==> src/rtl/axi_lite_write_arbiter.sv <==
// Shares one AXI-Lite write slave among NUM_MASTERS masters, one complete AW/W/B transaction at a time.
// AXI_WRITE_ARB_RR_EN selects round-robin arbitration; without it the lowest-index requester always wins.
//
// state | meaning
// IDLE  | no grant; pick a winner from the pending requests
// XFER  | granted master's AW and W routed to the slave until both have handshaken
// RESP  | slave B response routed back to the granted master
module axi_lite_write_arbiter #(
    parameter int NUM_MASTERS = 4,
    parameter int ADDR_WIDTH  = 32,
    parameter int BUS_WIDTH   = 32
) (
    input  logic                                 clk,
    input  logic                                 reset,

    input  logic [NUM_MASTERS-1:0]               s_axi_awvalid,
    output logic [NUM_MASTERS-1:0]               s_axi_awready,
    input  logic [NUM_MASTERS*ADDR_WIDTH-1:0]    s_axi_awaddr,
    input  logic [NUM_MASTERS*3-1:0]             s_axi_awprot,
    input  logic [NUM_MASTERS-1:0]               s_axi_wvalid,
    output logic [NUM_MASTERS-1:0]               s_axi_wready,
    input  logic [NUM_MASTERS*BUS_WIDTH-1:0]     s_axi_wdata,
    input  logic [NUM_MASTERS*BUS_WIDTH/8-1:0]   s_axi_wstrb,
    output logic [NUM_MASTERS-1:0]               s_axi_bvalid,
    input  logic [NUM_MASTERS-1:0]               s_axi_bready,
    output logic [NUM_MASTERS*2-1:0]             s_axi_bresp,

    output logic                                 m_axi_awvalid,
    input  logic                                 m_axi_awready,
    output logic [ADDR_WIDTH-1:0]                m_axi_awaddr,
    output logic [2:0]                           m_axi_awprot,
    output logic                                 m_axi_wvalid,
    input  logic                                 m_axi_wready,
    output logic [BUS_WIDTH-1:0]                 m_axi_wdata,
    output logic [BUS_WIDTH/8-1:0]               m_axi_wstrb,
    input  logic                                 m_axi_bvalid,
    output logic                                 m_axi_bready,
    input  logic [1:0]                           m_axi_bresp,

    output logic [NUM_MASTERS-1:0]               grant,
    output logic                                 busy
);

    localparam int IDX_WIDTH  = (NUM_MASTERS > 1) ? $clog2(NUM_MASTERS) : 1;
    localparam int STRB_WIDTH = BUS_WIDTH / 8;

    typedef enum logic [1:0] {
        IDLE = 2'd0,
        XFER = 2'd1,
        RESP = 2'd2
    } state_t;

    state_t                 state;
    state_t                 state_next;
    logic [IDX_WIDTH-1:0]   gidx;
    logic                   aw_done;
    logic                   w_done;
    logic [NUM_MASTERS-1:0] req;
    logic                   win_found;
    logic [IDX_WIDTH-1:0]   win_idx;
    logic                   aw_hs;
    logic                   w_hs;
    logic                   b_hs;
    logic                   xfer_complete;

    assign req           = s_axi_awvalid | s_axi_wvalid;
    assign aw_hs         = m_axi_awvalid & m_axi_awready;
    assign w_hs          = m_axi_wvalid & m_axi_wready;
    assign b_hs          = m_axi_bvalid & m_axi_bready;
    assign xfer_complete = (aw_done | aw_hs) & (w_done | w_hs);
    assign busy          = (state != IDLE);

`ifdef AXI_WRITE_ARB_RR_EN
    logic [IDX_WIDTH-1:0] last;
    logic [IDX_WIDTH-1:0] cand;

    // search begins just after the previous winner so every requester is served in turn
    always_comb begin
        win_found = 1'b0;
        win_idx   = '0;
        cand      = '0;
        for (int off = 1; off <= NUM_MASTERS; off++) begin
            cand = IDX_WIDTH'((int'(last) + off) % NUM_MASTERS);
            if (!win_found && req[cand]) begin
                win_found = 1'b1;
                win_idx   = cand;
            end
        end
    end
`else
    always_comb begin
        win_found = 1'b0;
        win_idx   = '0;
        for (int i = 0; i < NUM_MASTERS; i++) begin
            if (!win_found && req[i]) begin
                win_found = 1'b1;
                win_idx   = IDX_WIDTH'(i);
            end
        end
    end
`endif

    always_ff @(posedge clk or posedge reset) begin
        if (reset) begin
            state   <= IDLE;
            grant   <= '0;
            gidx    <= '0;
            aw_done <= 1'b0;
            w_done  <= 1'b0;
`ifdef AXI_WRITE_ARB_RR_EN
            last    <= IDX_WIDTH'(NUM_MASTERS - 1);
`endif
        end else begin
            state <= state_next;
            case (state)
                IDLE: begin
                    if (win_found) begin
                        gidx  <= win_idx;
                        grant <= NUM_MASTERS'(1) << win_idx;
                    end
                end
                XFER: begin
                    if (xfer_complete) begin
                        aw_done <= 1'b0;
                        w_done  <= 1'b0;
                    end else begin
                        if (aw_hs) aw_done <= 1'b1;
                        if (w_hs)  w_done  <= 1'b1;
                    end
                end
                RESP: begin
                    if (b_hs) begin
                        grant <= '0;
`ifdef AXI_WRITE_ARB_RR_EN
                        last  <= gidx;
`endif
                    end
                end
                default: ;
            endcase
        end
    end

    always_comb begin
        state_next = state;
        case (state)
            IDLE:    if (win_found)     state_next = XFER;
            XFER:    if (xfer_complete) state_next = RESP;
            RESP:    if (b_hs)          state_next = IDLE;
            default:                    state_next = IDLE;
        endcase
    end

    // data paths are forced to zero outside their phase so idle outputs stay quiet
    always_comb begin
        s_axi_awready = '0;
        s_axi_wready  = '0;
        s_axi_bvalid  = '0;
        s_axi_bresp   = '0;
        m_axi_awvalid = 1'b0;
        m_axi_awaddr  = '0;
        m_axi_awprot  = '0;
        m_axi_wvalid  = 1'b0;
        m_axi_wdata   = '0;
        m_axi_wstrb   = '0;
        m_axi_bready  = 1'b0;
        case (state)
            XFER: begin
                m_axi_awvalid        = s_axi_awvalid[gidx] & ~aw_done;
                m_axi_awaddr         = s_axi_awaddr[gidx*ADDR_WIDTH +: ADDR_WIDTH];
                m_axi_awprot         = s_axi_awprot[gidx*3 +: 3];
                s_axi_awready[gidx]  = m_axi_awready & ~aw_done;
                m_axi_wvalid         = s_axi_wvalid[gidx] & ~w_done;
                m_axi_wdata          = s_axi_wdata[gidx*BUS_WIDTH +: BUS_WIDTH];
                m_axi_wstrb          = s_axi_wstrb[gidx*STRB_WIDTH +: STRB_WIDTH];
                s_axi_wready[gidx]   = m_axi_wready & ~w_done;
            end
            RESP: begin
                s_axi_bvalid[gidx]       = m_axi_bvalid;
                s_axi_bresp[gidx*2 +: 2] = m_axi_bresp;
                m_axi_bready             = s_axi_bready[gidx];
            end
            default: ;
        endcase
    end

endmodule

==> config.mk <==
export PLATFORM = sky130hd
export DESIGN_NAME = axi_lite_write_arbiter
export DESIGN_NICKNAME = d
export VERILOG_FILES = /design/src/rtl/axi_lite_write_arbiter.sv
export SDC_FILE = /design/constraint.sdc
export NUM_CORES = 1
export LEC_CHECK = 0
export CORE_AREA = 2 2 156 158
export DETAILED_ROUTE_END_ITERATION = 12
export DIE_AREA = 0 0 158 160
export SETUP_SLACK_MARGIN = 0.1
export SLEW_MARGIN = 0
export SYNTH_ARGS = -nofsm -noshare
export SYNTH_HDL_FRONTEND = slang
export SYNTH_SLANG_ARGS = --single-unit
==> constraint.sdc <==
create_clock -name clk -period 2.55 [get_ports clk]
set_clock_uncertainty 0.1 [all_clocks]
set_input_delay 0.3825 -clock clk [delete_from_list [all_inputs] [get_ports clk]]
set_output_delay 0.3825 -clock clk [all_outputs]
set_load 0.02 [all_outputs]
==> run metrics <==
Total GRT Usage=between 10% and 20%; antenna viol nets, final=0; Clock Sinks=10; PD cells=966 nW/µm²; Post-Syn Area=2980 µm²; most common cell in the netlist=and2_1; via count=~4100; 1st-iter DRT viols=between 100 and 150; Initial Util=between 10 and 15%; placed insts=approximately 1000; max cap viols=0; CP Launch Type=flip-flop; Total Power=about 7500 µW; die span in x=around 160 µm; power share of the sequential group=under 10%; Cells after Synth=260; Yosys reg bits=10; GPL Wtd Cong=0.772; async set or reset register ratio after synthesis=between 90% and 100%; Yosys cell types=33; Crit. End Element=primary output; unrepaired setup endpoints after global routing=true; Max Slew Vio Count=0; CTS tree=done; n_diodes=0; sequential fraction of the synthesis area=8.39%; total die area=roughly 25000 µm²; Die Y=between 150 and 200 µm; synth top area cells=mux4_2 (56%), and2_1 (17%), dfrtp_1 (8.4%); Main synth FF type=dfrtp_1; grt total ovfl=0; sw frac=a little under half; Synth area leader=mux4_2; hpwl dp=~14000 µm; # nets final=about 1000; Core Region=around 24000 µm²; vias per cell=approximately 4.0; Area Growth Syn to Fin=161%; Worst Path Required=between 2 and 2.5 ns; FMAX=a little under 0.4 GHz; syn_area_per_cell=11.5 µm²; max_slew headroom=~71%; vias in the first global route=approximately 4300; area fraction of the dominant cell type after synthesis=a little under three fifths; # rows=57; Worst-Margin Slew=roughly 0.43 ns; Clk pwr share=roughly 3.7%; Crit Path Category=reg2out; IO buf count=401; Final min period=2.53 ns; Clock Pin Slew Worst Setup and Hold Paths=roughly 0.04 ns; final non-filler cell total=1013; Num CTS Buffers=3; First-pass DRT Iterations=4; H-tree levels=1; part of the power in combinational logic=92.0%; clk_lat worst skew=roughly 0.24 ns; io pins=402; initial antenna violation count=0; WL final=between 15000 and 20000 µm; internal power=4140 µW; WL per Instance=~17 µm; fin crit share=between 90 and 100%; P_leak=between 0.003 and 0.004 µW; VDD IR max=0.448 mV; number of enable flip-flop cells after synthesis=0; largest net degree at the start of global routing=39; Hold WC Path Type=in2async; Net Count, Synth=between 500 and 600; number of synthesis warnings=0; clock tree root driver cell=clkbuf_16; global-route wire length before repair=~24000 µm; status=complete, no violations; share of layout cells above drive strength 1=28.6%; clk buf depth=2; Final Core Density=about a third; Final Hold Fails=0; most frequent cells after synthesis=and2_1 (79), mux4_2 (74), nor2_1 (14), clkbuf_1 (12), dfrtp_1 (10); crit path max fanout=8; DRC Markers=0; WP data arrival=~2.1 ns; Final setup viols=0; switching pwr=~3400 µW
==> critical path: stages (launching register included) <==
cell	delay, ns
dfrtp_4	0.52
buf_12	0.17
buf_12	0.12
buf_4	0.12
mux4_2	0.39
and2_1	0.16
dlygate4sd2_1	0.32
==> power by group through the flow <==
stage | clock network, µW | logic (µW) | registers (µW)
2_1_floorplan | 0 | 3870 | 303
3_3_place_gp | 0 | 7080 | 311
3_5_place_dp | 0 | 7090 | 312
4_1_cts | 289 | 6780 | 314
5_1_grt | 293 | 7420 | 332
6_report | 281 | 6920 | 323
==> per-stage QoR <==
step	setup TNS (ns)	instance area [µm²]	hold slack [ns]	setup WS, ns
6_report	0	7800	0.324	0.0217
3_3_place_gp	-0.0448	7630	0.425	-0.0205
4_1_cts	0	7700	0.335	0.0248
5_1_grt	-0.00382	7800	0.364	-0.00362
3_5_place_dp	-0.0347	7630	0.438	-0.0223
2_1_floorplan	0	2980	0.123	0.122
==> per-layer routing <==
| metal | GRT usage [%] | vias up | share of wire [%] |
|---|---|---|---|
| met5 | 0 | - | 0 |
| met4 | 1.39 | 0 | 0.70 |
| met3 | 2.06 | 10 | 8.0 |
| met2 | 22.8 | 205 | 52 |
| met1 | 14.8 | 1971 | 39 |
| li1 | - | 1894 | - |
==> cells in the final DEF, fill, tap and decap left out, types with 3 or more instances in the layout <==
cell / instances
buf_2: 31
clkbuf_2: 8
buf_6: 11
ha_1: 5
clkdlybuf4s15_2: 22
and2_1: 79
inv_1: 6
o22ai_1: 3
mux4_2: 74
o21ai_0: 3
buf_4: 24
nor2_1: 13
clkdlybuf4s15_1: 4
clkdlybuf4s50_1: 307
dfrtp_1: 7
dlygate4sd2_1: 27
nand2_1: 6
nand2b_1: 4
clkbuf_16: 5
buf_12: 10
and3_1: 9
==> what timing repair did <==
action                     4_1_cts  5_1_grt
resized for setup              231       38
buffers inserted                 1       14
hold buffers                     0        0
setup endpoints to repair       94       56
gates cloned                     1        2
==> worst paths after layout <==
check	cells past startpoint	slack, ns	from	to
min in group clk	2	0.45	grant[1]	grant[1]
worst max-delay path	6	0.02	gidx[0]	m_axi_awaddr[25]
worst min register to register	2	0.45	grant[1]	grant[1]
worst min-delay path	2	0.32	reset	w_done
worst max register to register	6	0.35	gidx[0]	state[1]
max in group asynchronous	2	1.73	reset	gidx[1]
==> state kept, by name (all words and copies together) (netlist names) <==
register / flops
grant: 4
gidx: 2
aw_done: 1
w_done: 1
state: 2
==> cell type report <==
class / count / area [µm²]
fillers: 2510 / 16000
repair buffers: 450 / 4430
multi-input cells: 219 / 2600
well taps: 324 / 405
flip-flops and latches: 10 / 259
clock buffers: 4 / 78.8
inverters: 6 / 22.5
==> logic make-up (layout without fill, tap and decap cells) <==
| group | after synthesis | count (layout) | share of synthesized area (%) |
|---|---|---|---|
| simple gates | 124 | 124 | 24.7 |
| buf+inv | 31 | 460 | 4.95 |
| flops | 10 | 10 | 8.39 |
| mux | 74 | 74 | 55.8 |
| compound gates | 16 | 16 | 3.98 |
| fa+ha+maj | 5 | 5 | 2.10 |
Power figures use the tool's default switching activity.
